## config.mk

```make
export PLATFORM = sky130hd
export DESIGN_NAME = csync_line_lock_nco
export DESIGN_NICKNAME = d
export VERILOG_FILES = /design/src/rtl/vp415_video_pkg.sv /design/src/rtl/pixel_nco.sv /design/src/rtl/csync_line_lock_nco.sv
export SDC_FILE = /design/constraint.sdc
export NUM_CORES = 1
export LEC_CHECK = 0
export ABC_AREA = 1
export BUFFER_PORTS_ARGS = -buffer_cell sky130_fd_sc_hd__buf_2
export CELL_PAD_IN_SITES_DETAIL_PLACEMENT = 1
export CELL_PAD_IN_SITES_GLOBAL_PLACEMENT = 1
export CORE_MARGIN = 4
export CORE_UTILIZATION = 29
export CTS_CLUSTER_SIZE = 40
export DETAILED_ROUTE_END_ITERATION = 10
export PLACE_DENSITY_LB_ADDON = 0.1
export SYNTH_ARGS = -nofsm -noshare
export SYNTH_HDL_FRONTEND = slang
export SYNTH_SLANG_ARGS = --single-unit
```

## constraint.sdc

```tcl
create_clock -name clk_100mhz -period 8.5 [get_ports clk_100mhz]
set_input_delay 0.425 -clock clk_100mhz [delete_from_list [all_inputs] [get_ports clk_100mhz]]
set_output_delay 0.425 -clock clk_100mhz [all_outputs]
set_load 0.01 [all_outputs]
```

## src/rtl/vp415_video_pkg.sv

```systemverilog
// vp415_video_pkg: shared video timing defaults and counter sizing helper
package vp415_video_pkg;
  localparam int VP_LINE_NOM = 6400;
  localparam int VP_PIX_PER_LINE = 864;
  function automatic int cnt_w(input int line_nom, input int line_tol);
    return $clog2(line_nom + line_tol + 1);
  endfunction
endpackage

```

## src/rtl/pixel_nco.sv

```systemverilog
// pixel_nco: spreads PIX_PER_LINE pixel enables evenly over one line period
module pixel_nco
  import vp415_video_pkg::*;
#(
  parameter int PIX_PER_LINE = VP_PIX_PER_LINE,
  parameter int CNT_W = 13,
  localparam int PIX_W = $clog2(PIX_PER_LINE)
) (
  input  logic             clk_100mhz,
  input  logic             reset,
  input  logic             restart,
  input  logic [CNT_W-1:0] period,
  output logic             pix_ce,
  output logic [PIX_W-1:0] pix_x
);
  localparam logic [CNT_W:0] STEP = (CNT_W+1)'(PIX_PER_LINE);
  localparam logic [PIX_W:0] LAST = (PIX_W+1)'(PIX_PER_LINE);
  logic [CNT_W:0] acc_q, acc_d, acc_sum;
  logic [PIX_W:0] idx_q, idx_d;
  logic [PIX_W-1:0] pix_x_q;
  logic pix_ce_q, active, fire;
  always_comb begin
    acc_sum = acc_q + STEP;
    active = idx_q < LAST;
    fire = active && acc_sum >= {1'b0, period};
    idx_d = restart ? (PIX_W+1)'(1) : fire ? idx_q + (PIX_W+1)'(1) : idx_q;
    // accumulator is frozen once the line's pixels are done so it can never grow unbounded
    acc_d = restart ? '0 : fire ? acc_sum - {1'b0, period} : active ? acc_sum : acc_q;
  end
  always_ff @(posedge clk_100mhz) begin
    if (reset) begin
      acc_q <= '0;
      idx_q <= LAST;
      pix_ce_q <= 1'b0;
      pix_x_q <= '0;
    end else begin
      acc_q <= acc_d;
      idx_q <= idx_d;
      pix_ce_q <= restart | fire;
      pix_x_q <= restart ? '0 : fire ? idx_q[PIX_W-1:0] : pix_x_q;
    end
  end
  assign pix_ce = pix_ce_q;
  assign pix_x = pix_x_q;
endmodule

```

## src/rtl/csync_line_lock_nco.sv

```systemverilog
// csync_line_lock_nco: qualifies csync line edges, flywheels missing lines, tracks lock, drives pixel NCO
module csync_line_lock_nco
  import vp415_video_pkg::*;
#(
  parameter int LINE_NOM = VP_LINE_NOM,
  parameter int LINE_TOL = 64,
  parameter int PIX_PER_LINE = VP_PIX_PER_LINE,
  parameter int LOCK_LINES = 8,
  parameter int MISS_MAX = 4,
  parameter int JIT_TOL = 4,
  parameter int CSYNC_ACTIVE_LOW = 1,
  localparam int CNT_W = cnt_w(LINE_NOM, LINE_TOL),
  localparam int PIX_W = $clog2(PIX_PER_LINE)
) (
  input  logic             clk_100mhz,
  input  logic             reset,
  input  logic             csync,
  output logic             pix_ce,
  output logic [PIX_W-1:0] pix_x,
  output logic             line_start,
  output logic [CNT_W-1:0] line_period,
  output logic             missed,
  output logic             locked
);
  localparam logic IDLE = CSYNC_ACTIVE_LOW != 0;
  localparam int ST_W = $clog2(LOCK_LINES + 1);
  localparam int MS_W = $clog2(MISS_MAX + 1);
  localparam logic [CNT_W:0] WIN_LO = (CNT_W+1)'(LINE_NOM - LINE_TOL);
  localparam logic [CNT_W:0] WIN_HI = (CNT_W+1)'(LINE_NOM + LINE_TOL);
  localparam logic [CNT_W:0] JIT = (CNT_W+1)'(JIT_TOL);
  localparam logic [ST_W-1:0] ST_MAX = ST_W'(LOCK_LINES);
  localparam logic [MS_W-1:0] MS_MAX = MS_W'(MISS_MAX);
  logic [2:0] sync_q;
  logic acq_q, line_start_q, missed_q;
  logic [CNT_W-1:0] lc_q, lc_d, period_q, period_d;
  logic [ST_W-1:0] stable_q, stable_d;
  logic [MS_W-1:0] miss_q, miss_d;
  logic [CNT_W:0] lc_inc, diff;
  logic sync_edge, accept, timeout, fly, measure;
  always_comb begin
    sync_edge = (sync_q[1] ^ IDLE) & ~(sync_q[2] ^ IDLE);
    lc_inc = {1'b0, lc_q} + (CNT_W+1)'(1);
    diff = lc_inc > {1'b0, period_q} ? lc_inc - {1'b0, period_q} : {1'b0, period_q} - lc_inc;
    accept = sync_edge && (acq_q || (lc_inc >= WIN_LO && lc_inc <= WIN_HI));
    timeout = lc_inc > WIN_HI;
    fly = timeout && !accept && !acq_q;
    measure = accept && !acq_q;
    // while acquiring there is no line to flywheel, so lc just parks at the window end
    lc_d = accept ? '0 : !timeout ? lc_inc[CNT_W-1:0] : acq_q ? lc_q : CNT_W'(LINE_TOL);
    period_d = measure ? lc_inc[CNT_W-1:0] : period_q;
    miss_d = accept ? '0 : (fly && miss_q != MS_MAX) ? miss_q + MS_W'(1) : miss_q;
    stable_d = measure ? (diff > JIT ? '0 : stable_q == ST_MAX ? stable_q : stable_q + ST_W'(1))
             : (fly && miss_d == MS_MAX) ? '0 : stable_q;
  end
  always_ff @(posedge clk_100mhz) begin
    if (reset) begin
      sync_q <= {3{IDLE}};
      acq_q <= 1'b1;
      lc_q <= '0;
      period_q <= CNT_W'(LINE_NOM);
      stable_q <= '0;
      miss_q <= '0;
      line_start_q <= 1'b0;
      missed_q <= 1'b0;
    end else begin
      sync_q <= {sync_q[1:0], csync};
      acq_q <= acq_q & ~sync_edge;
      lc_q <= lc_d;
      period_q <= period_d;
      stable_q <= stable_d;
      miss_q <= miss_d;
      line_start_q <= accept;
      missed_q <= fly;
    end
  end
  assign line_start = line_start_q;
  assign missed = missed_q;
  assign line_period = period_q;
  assign locked = stable_q == ST_MAX;
  pixel_nco #(.PIX_PER_LINE(PIX_PER_LINE), .CNT_W(CNT_W)) u_nco (
    .clk_100mhz(clk_100mhz),
    .reset(reset),
    .restart(accept | fly),
    .period(period_q),
    .pix_ce(pix_ce),
    .pix_x(pix_x)
  );
endmodule

```

# Word-level counts from Yosys, hierarchy flattened
# Cells that the tools add are included.
dict set report op_classes {
  n_addsub 8
  magnitude_cmp 7
  n_eq_ne 5
  muxes 13
  n_bitwise 6
  n_reduce_logical 17
}
# op n
set ops {}
lappend ops {{$mux W14} 3}
lappend ops {{$sub A14 B13 Y14} 2}
lappend ops {{$mux W13} 2}
lappend ops {{$mux W10} 2}
lappend ops {{$mux W4} 4}
lappend ops {{$add A13 B1 Y14 const B} 1}
lappend ops {{$add A14 B10 Y14 const B} 1}
lappend ops {{$ge A14 B13 Y1} 1}
lappend ops {{$ge A14 B13 Y1 const B} 1}
lappend ops {{$gt A14 B13 Y1} 1}
lappend ops {{$gt A14 B13 Y1 const B} 1}
lappend ops {{$gt A14 B3 Y1 const B} 1}
lappend ops {{$le A14 B13 Y1 const B} 1}
lappend ops {{$sub A13 B14 Y14} 1}
lappend ops {{$add A11 B1 Y11 const B} 1}
lappend ops {{$lt A11 B10 Y1 const B} 1}
lappend ops {{$logic_and A1 B1 Y1} 8}
lappend ops {{$mux W3} 2}
lappend ops {{$reduce_bool A2 Y1} 3}
lappend ops {{$add A4 B1 Y4 const B} 1}
lappend ops {{$eq A4 B4 Y1 const B} 1}
lappend ops {{$reduce_or A2 Y1} 2}
lappend ops {{$add A3 B1 Y3 const B} 1}
lappend ops {{$eq A3 B3 Y1 const B} 1}
lappend ops {{other kinds (9)} 13}
dict set report totals {
  reg_bits 75
  inputBits 3
  out_inout_bits 27
  word_cells 69
}

# Depth between registers and ports, before layout
# Gate-level depths: netlist of the first run.
dict set report logic_depth {
  ltp_word 15
  mapped_depth 31
  depth_no_buf 31
}

# Hierarchy
# A second synthesis of the first run with hierarchy kept.
dict set report unflattened {
  hier_cells 979
  hier_area_um2 6294.8
}
# mod instances cells_each area_each_um2 seq_area_each_um2
set by_module_without_submodules {}
lappend by_module_without_submodules {csync_line_lock_nco 1 602 3707.3 780.7}
lappend by_module_without_submodules {pixel_nco 1 377 2587.5 720.7}

# Worst setup path before layout of the first run
# No wires, ideal clock.
dict set report synth_timing {
  path_kind {reg2reg}
  startpoint {register lc_q[0]}
  endpoint {register stable_q[2]}
  setup_time_ps 114
  arrival_time_ps 3049
  required_ps 8386
  path_slack_ps 5337
  path_stages_with_launch 28
  n_path_buf 1
  period_less_slack_ps 3163
  cell_sequence {dfxtp_1 -> ha_1 -> nand2_2 -> o21bai_1 -> nand2_1 -> ha_1 -> nand2_1 -> inv_1 -> nand2_1 -> nor2_4 -> nand2_1 -> nand3_2 -> nand2_1 -> nand2_2 -> nand2_2 -> nand2_4 -> buf_6 -> nand2_2 -> nand3_1 -> nand2_1 -> nor2_2 -> nand2_1 -> nor2_1 -> nand3_1 -> nand2_2 -> nand2_1 -> nand2_1 -> nor2_2}
}
dict set report synth_via {
  elab_chain_cells 15
  word_cells_on_any_way 26
  cone_classes {add/sub (3); order compare (5); eq/ne (2); mux (5); reduce/logical (11)}
}
# element line
set synth_rtl {}
lappend synth_rtl {{start, declared} csync_line_lock_nco.sv:35} ;# logic [CNT_W-1:0] lc_q, lc_d, period_q, period_d;
lappend synth_rtl {{start signal, assigned} csync_line_lock_nco.sv:68} ;# lc_q <= lc_d;
lappend synth_rtl {{$add A13 B1 Y14 (*)} csync_line_lock_nco.sv:42} ;# lc_inc = {1'b0, lc_q} + (CNT_W+1)'(1);
lappend synth_rtl {{branches (longest 14 deep; another with $sub A13 B14 Y14)} -}
lappend synth_rtl {{end signal, assigned} csync_line_lock_nco.sv:70} ;# stable_q <= stable_d;
lappend synth_rtl {{end, declared} csync_line_lock_nco.sv:36} ;# logic [ST_W-1:0] stable_q, stable_d;
# Every way passes the cells marked *.
# A chain may end at the register's enable or synchronous reset.

# Worst setup path after layout of the first run
dict set report layout_timing {
  startpoint {register u_nco.acc_q[5]}
  endpoint {register u_nco.idx_q[2]}
}
dict set report layout_via {
  elab_chain_cells 3
}
# element line
set layout_rtl {}
lappend layout_rtl {{start, declared} pixel_nco.sv:18} ;# logic [CNT_W:0] acc_q, acc_d, acc_sum;
lappend layout_rtl {{start signal, assigned} pixel_nco.sv:32} ;# acc_q <= '0;
lappend layout_rtl {{start signal, assigned} pixel_nco.sv:37} ;# acc_q <= acc_d;
lappend layout_rtl {{$add A14 B10 Y14} pixel_nco.sv:23} ;# acc_sum = acc_q + STEP;
lappend layout_rtl {{$ge A14 B13 Y1} pixel_nco.sv:25} ;# fire = active && acc_sum >= {1'b0, period};
lappend layout_rtl {{$logic_and A1 B1 Y1} pixel_nco.sv:25}
lappend layout_rtl {{end signal, assigned} pixel_nco.sv:38} ;# idx_q <= idx_d;
lappend layout_rtl {{end, declared} pixel_nco.sv:19} ;# logic [PIX_W:0] idx_q, idx_d;
# Every way passes these cells.

==> results of run 1 <==
[how the worst max path moves through the flow]
stage                   start        endpoint  slack, ps
2_1_floorplan         lc_q[0]     stable_q[2]       5340
3_3_place_gp   u_nco.acc_q[5]  u_nco.idx_q[2]       4240
3_5_place_dp   u_nco.acc_q[5]  u_nco.idx_q[2]       4130
4_1_cts        u_nco.acc_q[5]  u_nco.idx_q[4]       4120
5_1_grt        u_nco.acc_q[5]  u_nco.idx_q[2]       3590
6_report       u_nco.acc_q[5]  u_nco.idx_q[2]       4190
[cell usage after synthesis, types with 13 or more instances]
master,instances
nand2_1,219
nand2_2,17
inv_1,117
a21oi_1,65
nand3_1,51
dfxtp_1,75
a21oi_2,13
o21ai_0,24
ha_1,42
nand4_1,17
xnor2_1,14
xor2_1,27
nor2_1,68
[cell type report]
class / instances / share of cell area (%)
clock buffers: 9 / 3.44
clock inverters: 7 / 1.86
inverters: 130 / 7.54
multi-input cells: 646 / 56.7
flip-flops and latches: 75 / 23.0
well taps: 265 / 5.07
repair buffers: 31 / 2.45
[registers in the layout, indices dropped and copies added (netlist names)]
signal and count:
missed 1, line_start 1, line_period 13, sync_q 3, u_nco.pix_ce 1, u_nco.idx_q 11
acq_q 1, miss_q 3, u_nco.acc_q 14, stable_q 4, u_nco.pix_x 10, lc_q 13
[power by group]
group	switching (W)	internal, W	leakage, nW
Combinational	0.000222	0.000135	2.25
Sequential	0.0000198	0.000375	0.609
Clock	0.000167	0.000289	0.170
[stage by stage]
step | util (%) | setup WS (ps) | instances | power (W)
2_1_floorplan | - | 5340 | 871 | 0.000677
3_3_place_gp | 31.6 | 4240 | 1147 | 0.000766
3_5_place_dp | 31.6 | 4130 | 1147 | 0.000759
4_1_cts | 33.4 | 4120 | 1163 | 0.00123
5_1_grt | 33.4 | 3590 | 1163 | 0.00130
6_report | 33.4 | 4190 | 1163 | 0.00121
[logic make-up after synthesis]
family	count (synthesis)
and+or+nand+nor	412
buffers and inverters	150
AOI/OAI and AO/OA	148
DFF	75
adders and majority gates	45
xor gates and xnor gates	41
[layer usage]
layer / global-route usage [%] / routed length, um
met5: 0 / 0
met4: 3.89 / 219
met3: 2.03 / 255
met1: 23.1 / 9050
met2: 27.3 / 7840
==> flow_summary_export.csv, run 1 <==
group,metric,value,unit
global_route,antenna_found_initial,0,
sta,drv_slew,0,
worst_setup_path,crit_top_cell,"nand2_1",
worst_setup_path,reg2reg_to,"u_nco.idx_q[2]",
logic_synthesis,synth_compound_area_share,15.7,%
place,port_buffers,29,
clock_tree,cts_resized,0,
die,die_h,149,um
clock_tree,cts_sinks,75,
place,dpl.hpwl,14100,um
logic_synthesis,avgSynthCellArea,6.66,um2
drt,vias_per_cell,4.61,
min_path,hp-class,"in2reg",
logic_synthesis,synth_async_sr_flop_share,0,%
worst_setup_path,path_cells,"inv_1, ha_1, inv_1, a21oi_1, nand2_1, nand2_1, xor2_1, inv_1, ha_1, nand2_1, inv_1, nand4_1, o311ai_1, nand2_1, nand2_1, nand2_1, inv_1, buf_4, nand3_1, and3_1",
worst_setup_path,cp-start-kind,"flip-flop",
worst_setup_path,cp.required,8740,ps
clock_tree,postCtsSetupBuffers,0,
layout,fillerInstances,2520,
layout,area.growth.synth_to_final,12.6,%
place,dpl_cell_area,0.00619,mm2
clock_tree,cts-buffers-inserted,9,
pwr,power_per_cell_area,185,mW/mm2
min_path,hp-start,"csync",
logic_synthesis,postSynthNetCount,919,
min_path,whs_endpoint,"sync_q[0]",
drt,ant_nets,0,
layout,layout-drive-gt1-share,13.7,%
worst_setup_path,cp_top_family,"simple AND/OR/NAND/NOR gates",
logic_synthesis,synth_xor_xnor_area_share,6.19,%
layout,multi_input_area,0.00370,mm2
logic_synthesis,yosysWarnings,0,
global_route,grt_start_max_net_pins,25,
layout,seq_area,0.00150,mm2
sta,holdWs,259,ps
worst_setup_path,end_kind,"flip-flop",
logic_synthesis,muxShareOfSynthArea,0,%
clock_tree,cts_root_buf,"clkbuf_16",
worst_setup_path,r2r-start,"u_nco.acc_q[5]",
worst_setup_path,crit_slowest_cell,"inv_1",
die,core_area,0.0196,mm2
run_status,outcome,"finished, final reports clean",
worst_setup_path,crit_path_max_fanout,24,
clock_tree,h-tree-depth,3,
drt,drt-wirelength-per-cell,14.9,um
drt,drtIter0Drc,129,
sta,clock.fmax,232,MHz
clock_tree,path_clk_slew,70,ps
layout,final_cell_mix,"nand2_1 (219), inv_1 (117), dfxtp_1 (75)",
die,core.rowCount,51,
layout,antenna_cells,0,
drt,num_vias,5366,
place,place_congestion,0.789,
sta,tns,0,ps
sta,setup_viol,0,
logic_synthesis,synth_ff_type,"dfxtp_1",
global_route,grt_pass1_vias,5618,
logic_synthesis,synth_top_cell_by_area,"dfxtp_1",
worst_setup_path,worstSetupPathType,"reg2reg",
drt,dr.pass1.iters,4,
drt,drc,0,
sta,fin_skew,10.3,ps
worst_setup_path,r2r_slack,4190,ps
clock_tree,cts_tree,"done",
sta,fin_crit_sh,50.7,%
layout,layout_commonest_cell,"nand2_1",
die,die_width,149,um
die,die_area,0.0223,mm2
clock_tree,cts_hold_buf,0,
min_path,hold_depth,2,
sta,slew_headroom,32.6,%
sta,min_period,4310,ps
worst_setup_path,critical_path_depth,20,
drt,routed_wl,17400,um
layout,fin_area,0.00654,mm2
logic_synthesis,yosysSeqAreaShare,25.9,%
sta,finalHoldViolations,0,
worst_setup_path,worst-path-buf-inv,6,
sta,worst_slew_pin_slew,1010,ps
worst_setup_path,worst-r2r-cell-count,20,
logic_synthesis,synth_top_area_share,25.9,%
logic_synthesis,synthSimpleGateAreaFrac,31.9,%
logic_synthesis,ys_types,52,
logic_synthesis,synth_area,0.00580,mm2
logic_synthesis,syn_inst,871,
logic_synthesis,synthAdderAreaFrac,10.1,%
die,start_util,29.6,%
die,boundaryPins,30,
run,maxCapViolCount,0,
clock_tree,clockBufferDepth,2,
layout,finalNetCount,941,
logic_synthesis,synthTopCellsByArea,"dfxtp_1 (26%), nand2_1 (14%), ha_1 (9.1%)",
pwr,p_leak,3.03,nW
logic_synthesis,yosys_register_bits,75,
logic_synthesis,synth_edf_count,0,
global_route,grt_pass1_wl,29500,um
worst_setup_path,cpPeakStageDelay,630,ps
global_route,grt_overflow,0,
worst_setup_path,arrival,4550,ps
logic_synthesis,synth_top_family_by_area,"simple AND/OR/NAND/NOR gates",
sta,rsz0062_at_grt,"no",
clock_tree,worstSkewPairLatency,350,ps
pwr,peakVddDrop,123,uV
global_route,track_usage,16.5,%
Note: power is estimated with default switching activity, not from simulation.
==> run 2: changes to the inputs <==
==> constraint.sdc (replaced) <==
create_clock -name clk_100mhz -period 3.6 [get_ports clk_100mhz]
set_input_delay 0.18 -clock clk_100mhz [delete_from_list [all_inputs] [get_ports clk_100mhz]]
set_output_delay 0.18 -clock clk_100mhz [all_outputs]
set_load 0.01 [all_outputs]
==> flow_summary_export.csv, run 2 (synthesized netlist as in run 1, its figures left out) <==
group,metric,value,unit
layout,top_register,"u_nco.acc_q",
place,post-place-ws,-56.8,ps
die,die_area,0.0223,mm2
global_route,antenna_found_initial,0,
min_path,hp-class,"in2reg",
die,core_area,0.0196,mm2
clock_tree,clockBufferDepth,2,
worst_setup_path,worst-r2r-cell-count,22,
sta,finalHoldViolations,0,
clock_tree,h-tree-depth,3,
drt,drt-wirelength-per-cell,15.5,um
sta,min_period,3410,ps
global_route,grt_pass1_vias,5863,
sta,slew_headroom,65.9,%
worst_setup_path,crit_path_max_fanout,8,
clock_tree,cts_hold_buf,0,
die,boundaryPins,30,
die,start_util,29.6,%
pwr,p_seq_share,32.8,%
worst_setup_path,end_kind,"flip-flop",
layout,utilization,36.0,%
worst_setup_path,r2r_slack,190,ps
place,port_buffers,29,
pwr,switching_share,34.7,%
clock_tree,cts_tree,"done",
sta,clock.fmax,293,MHz
sta,fin_skew,8.43,ps
sta,holdWs,16.3,ps
worst_setup_path,crit_slowest_cell,"dfxtp_2",
sta,tns,0,ps
run_status,outcome,"finished, final reports clean",
worst_setup_path,cp_top_family,"simple AND/OR/NAND/NOR gates",
sta,rsz0062_at_grt,"yes",
clock_tree,cts-buffers-inserted,9,
clock_tree,cts_root_buf,"clkbuf_16",
pwr,intPower,0.00185,W
layout,area.growth.synth_to_final,21.6,%
layout,antenna_cells,0,
min_path,whs_endpoint,"sync_q[0]",
drt,drc,0,
drt,routed_wl,18600,um
worst_setup_path,arrival,3650,ps
global_route,grt_overflow,0,
worst_setup_path,critical_path_depth,22,
worst_setup_path,cp.required,3840,ps
layout,fillerInstances,2488,
layout,layout_commonest_cell,"nand2_1",
drt,vias_per_cell,4.67,
worst_setup_path,reg2reg_to,"stable_q[2]",
worst_setup_path,path_cells,"ha_2, nand2_4, nor2_4, buf_4, nand4_1, and2_4, ha_1, inv_1, nor2_2, nand3_2, nand2_4, nand2_4, buf_2, nand2_1, a21boi_1, nand4_1, inv_1, nand3_1, nand2_2, nand2_1, nand2_1, nor2_2",
worst_setup_path,worst-path-buf-inv,4,
global_route,track_usage,17.3,%
sta,drv_slew,0,
place,dpl.hpwl,15200,um
pwr,peakVddDrop,251,uV
place,place_congestion,0.864,
layout,final_cell_mix,"nand2_1 (211), inv_1 (115), dfxtp_1 (69)",
worst_setup_path,worstSetupPathType,"reg2reg",
clock_tree,path_clk_slew,60,ps
pwr,clkPwrFrac,36.1,%
die,core.rowCount,51,
worst_setup_path,r2r-start,"lc_q[1]",
layout,layout-drive-gt1-share,21.6,%
pwr,switching_power,0.000985,W
die,die_h,149,um
clock_tree,cts_sinks,75,
clock_tree,worstSkewPairLatency,350,ps
drt,dr.pass1.iters,4,
sta,fin_crit_sh,94.8,%
min_path,hp-start,"csync",
pwr,power_per_cell_area,402,mW/mm2
drt,drtIter0Drc,196,
layout,finalNetCount,981,
worst_setup_path,cp-start-kind,"flip-flop",
pwr,p_leak,3.24,nW
global_route,grt_start_max_net_pins,20,
sta,worst_slack,187,ps
min_path,hold_depth,2,
layout,largest_reg_flops,14,
sta,worst_slew_pin_slew,510,ps
drt,ant_nets,0,
global_route,grt_pass1_wl,30700,um
drt,num_vias,5615,
layout,seq_area,0.00151,mm2
run,maxCapViolCount,0,
worst_setup_path,cpPeakStageDelay,370,ps
die,die_width,149,um
layout,multi_input_area,0.00392,mm2
pwr,power_frac_comb,31.1,%
sta,setup_viol,0,
==> run 2: changes by cell type in the layout (fill, tap and decap cells not counted), moves of 4 or more <==
cell,delta
buf_4,+37
dfxtp_1,-6
dfxtp_2,+4
ha_1,-9
ha_4,+7
nand2_1,-8
nand2_2,+5
nor2_1,-7
nor2_4,+5
==> run 2: per-stage QoR <==
stage | std cells | total power (W) | cell area (um2)
global placement | 1181 | 0.00184 | 6460
floorplan | 871 | 0.00160 | 5800
CTS | 1197 | 0.00288 | 6790
finish | 1203 | 0.00284 | 7060
global route | 1203 | 0.00304 | 7060
detailed placement | 1181 | 0.00183 | 6460
==> run 2: final cells by class <==
class | count | area share [%]
multi-input cells | 646 | 55.5
flip-flops and latches | 75 | 21.5
inverters | 130 | 6.98
repair buffers | 71 | 6.72
well taps | 265 | 4.70
clock buffers | 9 | 3.19
clock inverters | 7 | 1.49
==> run 2: repair_timing <==
item | in CTS | in global routing
pin swaps | 0 | 9
resized for setup | 2 | 55
buffers inserted | 0 | 6
gates cloned | 0 | 0
endpoints found under the setup margin | 4 | 20
==> run 2: worst reg2reg max path, cell delays in order (launching register included) <==
cell	delay [ps]
dfxtp_2	370
ha_2	220
nand2_4	100
nor2_4	170
buf_4	140
nand4_1	140
and2_4	210
ha_1	290
inv_1	80
nor2_2	120
nand3_2	120
nand2_4	130
nand2_4	90
buf_2	170
nand2_1	60
a21boi_1	160
nand4_1	210
inv_1	100
nand3_1	110
nand2_2	130
nand2_1	60
nand2_1	70
nor2_2	30
==> run 2: metal layers <==
metal	vias up	track usage [%]	routed length [um]	part of all wire [%]
met5	-	0	0	0
met4	0	3.89	186	1.0
met3	13	2.67	358	1.9
met2	36	30.2	9030	48
met1	2638	22.7	9060	49
li1	2928	-	-	-
==> run 2: power groups by stage <==
stage	clock network, W	registers (W)	logic, W
3_5_place_dp	0	0.000949	0.000881
6_report	0.00102	0.000930	0.000884
5_1_grt	0.00109	0.000938	0.00101
4_1_cts	0.00106	0.000931	0.000888
2_1_floorplan	0	0.000946	0.000653
3_3_place_gp	0	0.000949	0.000892
==> run 2: worst max path at each step <==
stage / startpoint / to / slack (ps)
after global placement: lc_q[0] / stable_q[2] / -20
final: lc_q[1] / stable_q[2] / 190
after global routing: lc_q[0] / stable_q[2] / -70
after floorplan: lc_q[0] / stable_q[2] / 440
after CTS: lc_q[4] / stable_q[2] / 6
after detailed placement: lc_q[0] / stable_q[2] / -60
==> run 3: changes to the inputs <==
--- a/config.mk
+++ b/config.mk
@@ -13,7 +13,7 @@
 export CORE_UTILIZATION = 29
 export CTS_CLUSTER_SIZE = 40
 export DETAILED_ROUTE_END_ITERATION = 10
-export PLACE_DENSITY_LB_ADDON = 0.1
+export PLACE_DENSITY = 0.59
 export SYNTH_ARGS = -nofsm -noshare
 export SYNTH_HDL_FRONTEND = slang
 export SYNTH_SLANG_ARGS = --single-unit
==> flow_summary_export.csv, run 3 (synthesized netlist as in run 1, its figures left out) <==
group,metric,value,unit
worst_setup_path,crit_path_max_fanout,6,
sta,fin_crit_sh,93.4,%
sta,fin_skew,9.25,ps
pwr,p_leak,3.34,nW
clock_tree,cts_tree,"done",
drt,ant_nets,0,
global_route,antenna_found_initial,0,
layout,layout-drive-gt1-share,22.7,%
layout,largest_reg_flops,14,
clock_tree,cts-buffers-inserted,9,
clock_tree,cts_sinks,75,
drt,num_vias,5696,
place,port_buffers,29,
die,boundaryPins,30,
place,dpl_cell_area,0.00652,mm2
clock_tree,h-tree-depth,3,
worst_setup_path,arrival,3610,ps
layout,final_cell_mix,"nand2_1 (213), inv_1 (113), dfxtp_1 (71)",
drt,dr.pass1.iters,4,
run,maxCapViolCount,0,
sta,clock.fmax,298,MHz
clock_tree,clockBufferDepth,2,
sta,worst_slew_pin_slew,496,ps
global_route,grt_pass1_wl,30500,um
clock_tree,worstSkewPairLatency,350,ps
sta,setup_viol,0,
place,dpl.hpwl,15300,um
global_route,grt_pass1_vias,5870,
layout,area.growth.synth_to_final,23.5,%
pwr,p_total,0.00274,W
pwr,peakVddDrop,250,uV
worst_setup_path,end_kind,"flip-flop",
layout,fin_area,0.00717,mm2
layout,finalNetCount,997,
sta,holdWs,16.2,ps
place,place_congestion,0.811,
die,die_h,149,um
layout,layout_commonest_cell,"nand2_1",
layout,fillerInstances,2534,
run_status,outcome,"finished, final reports clean",
die,start_util,29.6,%
worst_setup_path,worstSetupPathType,"reg2reg",
worst_setup_path,cp-start-kind,"flip-flop",
layout,top_register,"u_nco.acc_q",
drt,drt-wirelength-per-cell,15.2,um
min_path,hp-class,"in2reg",
sta,tns,0,ps
drt,vias_per_cell,4.67,
die,core.rowCount,51,
sta,rsz0062_at_grt,"yes",
sta,finalHoldViolations,0,
sta,slew_headroom,66.6,%
sta,drv_slew,0,
die,die_width,149,um
die,core_area,0.0196,mm2
global_route,grt_start_max_net_pins,18,
clock_tree,cts_root_buf,"clkbuf_16",
global_route,track_usage,17.2,%
global_route,grt_overflow,0,
layout,antenna_cells,0,
worst_setup_path,cp.required,3850,ps
clock_tree,path_clk_slew,60,ps
pwr,power_per_cell_area,382,mW/mm2
drt,drc,0,
drt,drtIter0Drc,218,
die,die_area,0.0223,mm2
drt,routed_wl,18600,um
sta,min_period,3360,ps
==> run 3: final cells by class <==
| type | instances | area (um2) | share of cell area (%) |
|---|---|---|---|
| multi-input cells | 647 | 3950 | 55.1 |
| flip-flops and latches | 75 | 1510 | 21.1 |
| repair buffers | 86 | 577 | 8.05 |
| inverters | 130 | 497 | 6.93 |
| well taps | 265 | 332 | 4.63 |
| clock buffers | 13 | 280 | 3.91 |
| clock inverters | 3 | 20.0 | 0.279 |
==> run 3: path summary, 6_finish.rpt <==
| check | from | endpoint | slack (ps) | cells past startpoint |
|---|---|---|---|---|
| max | lc_q[0] | stable_q[2] | 240 | 22 |
| max reg2reg | lc_q[0] | stable_q[2] | 240 | 22 |
| min | csync | sync_q[0] | 20 | 2 |
| min reg2reg | sync_q[0] | sync_q[1] | 420 | 1 |
==> run 3: timing repair <==
action,CTS,global route
buffers inserted,2,9
resized for setup,3,60
hold buffers,0,0
pin swaps,1,16
gates cloned,0,1
endpoints found under the setup margin,4,33
==> run 3: worst max-delay path: stages (launching register included) <==
cell and delay [ps]:
dfxtp_4 360, ha_2 210, nand2_4 100, nor2_4 170
buf_4 140, nand4_1 110, and2_1 220, ha_1 310
inv_1 80, nor2_1 160, nand3_2 160, nand2_4 140
nand2_4 80, buf_4 140, buf_4 120, nand2_1 50
nand4_1 190, inv_1 100, nand3_1 120, nand2_2 130
nand2_1 60, nand2_1 70, nor2_2 30
==> run 3: metal layers <==
metal	GRT usage (%)	wire length, um	up-vias
li1	-	-	2967
met1	22.6	8940	2654
met2	29.3	8950	50
met3	1.70	272	25
met4	6.36	390	0
met5	0	0	-
==> run 3: metrics by stage <==
step | util [%] | setup slack [ps] | instances
floorplan | - | 437 | 871
global placement | 33.3 | 4.42 | 1191
detailed placement | 33.3 | -49.7 | 1191
CTS | 35.0 | 43.0 | 1209
global route | 36.6 | -53.7 | 1219
finish | 36.6 | 239 | 1219
==> run 3: report_power, final <==
part	internal, W	switching (W)
Sequential	0.000885	0.0000478
Combinational	0.000356	0.000537
Clock	0.000541	0.000372
Total	0.00178	0.000957
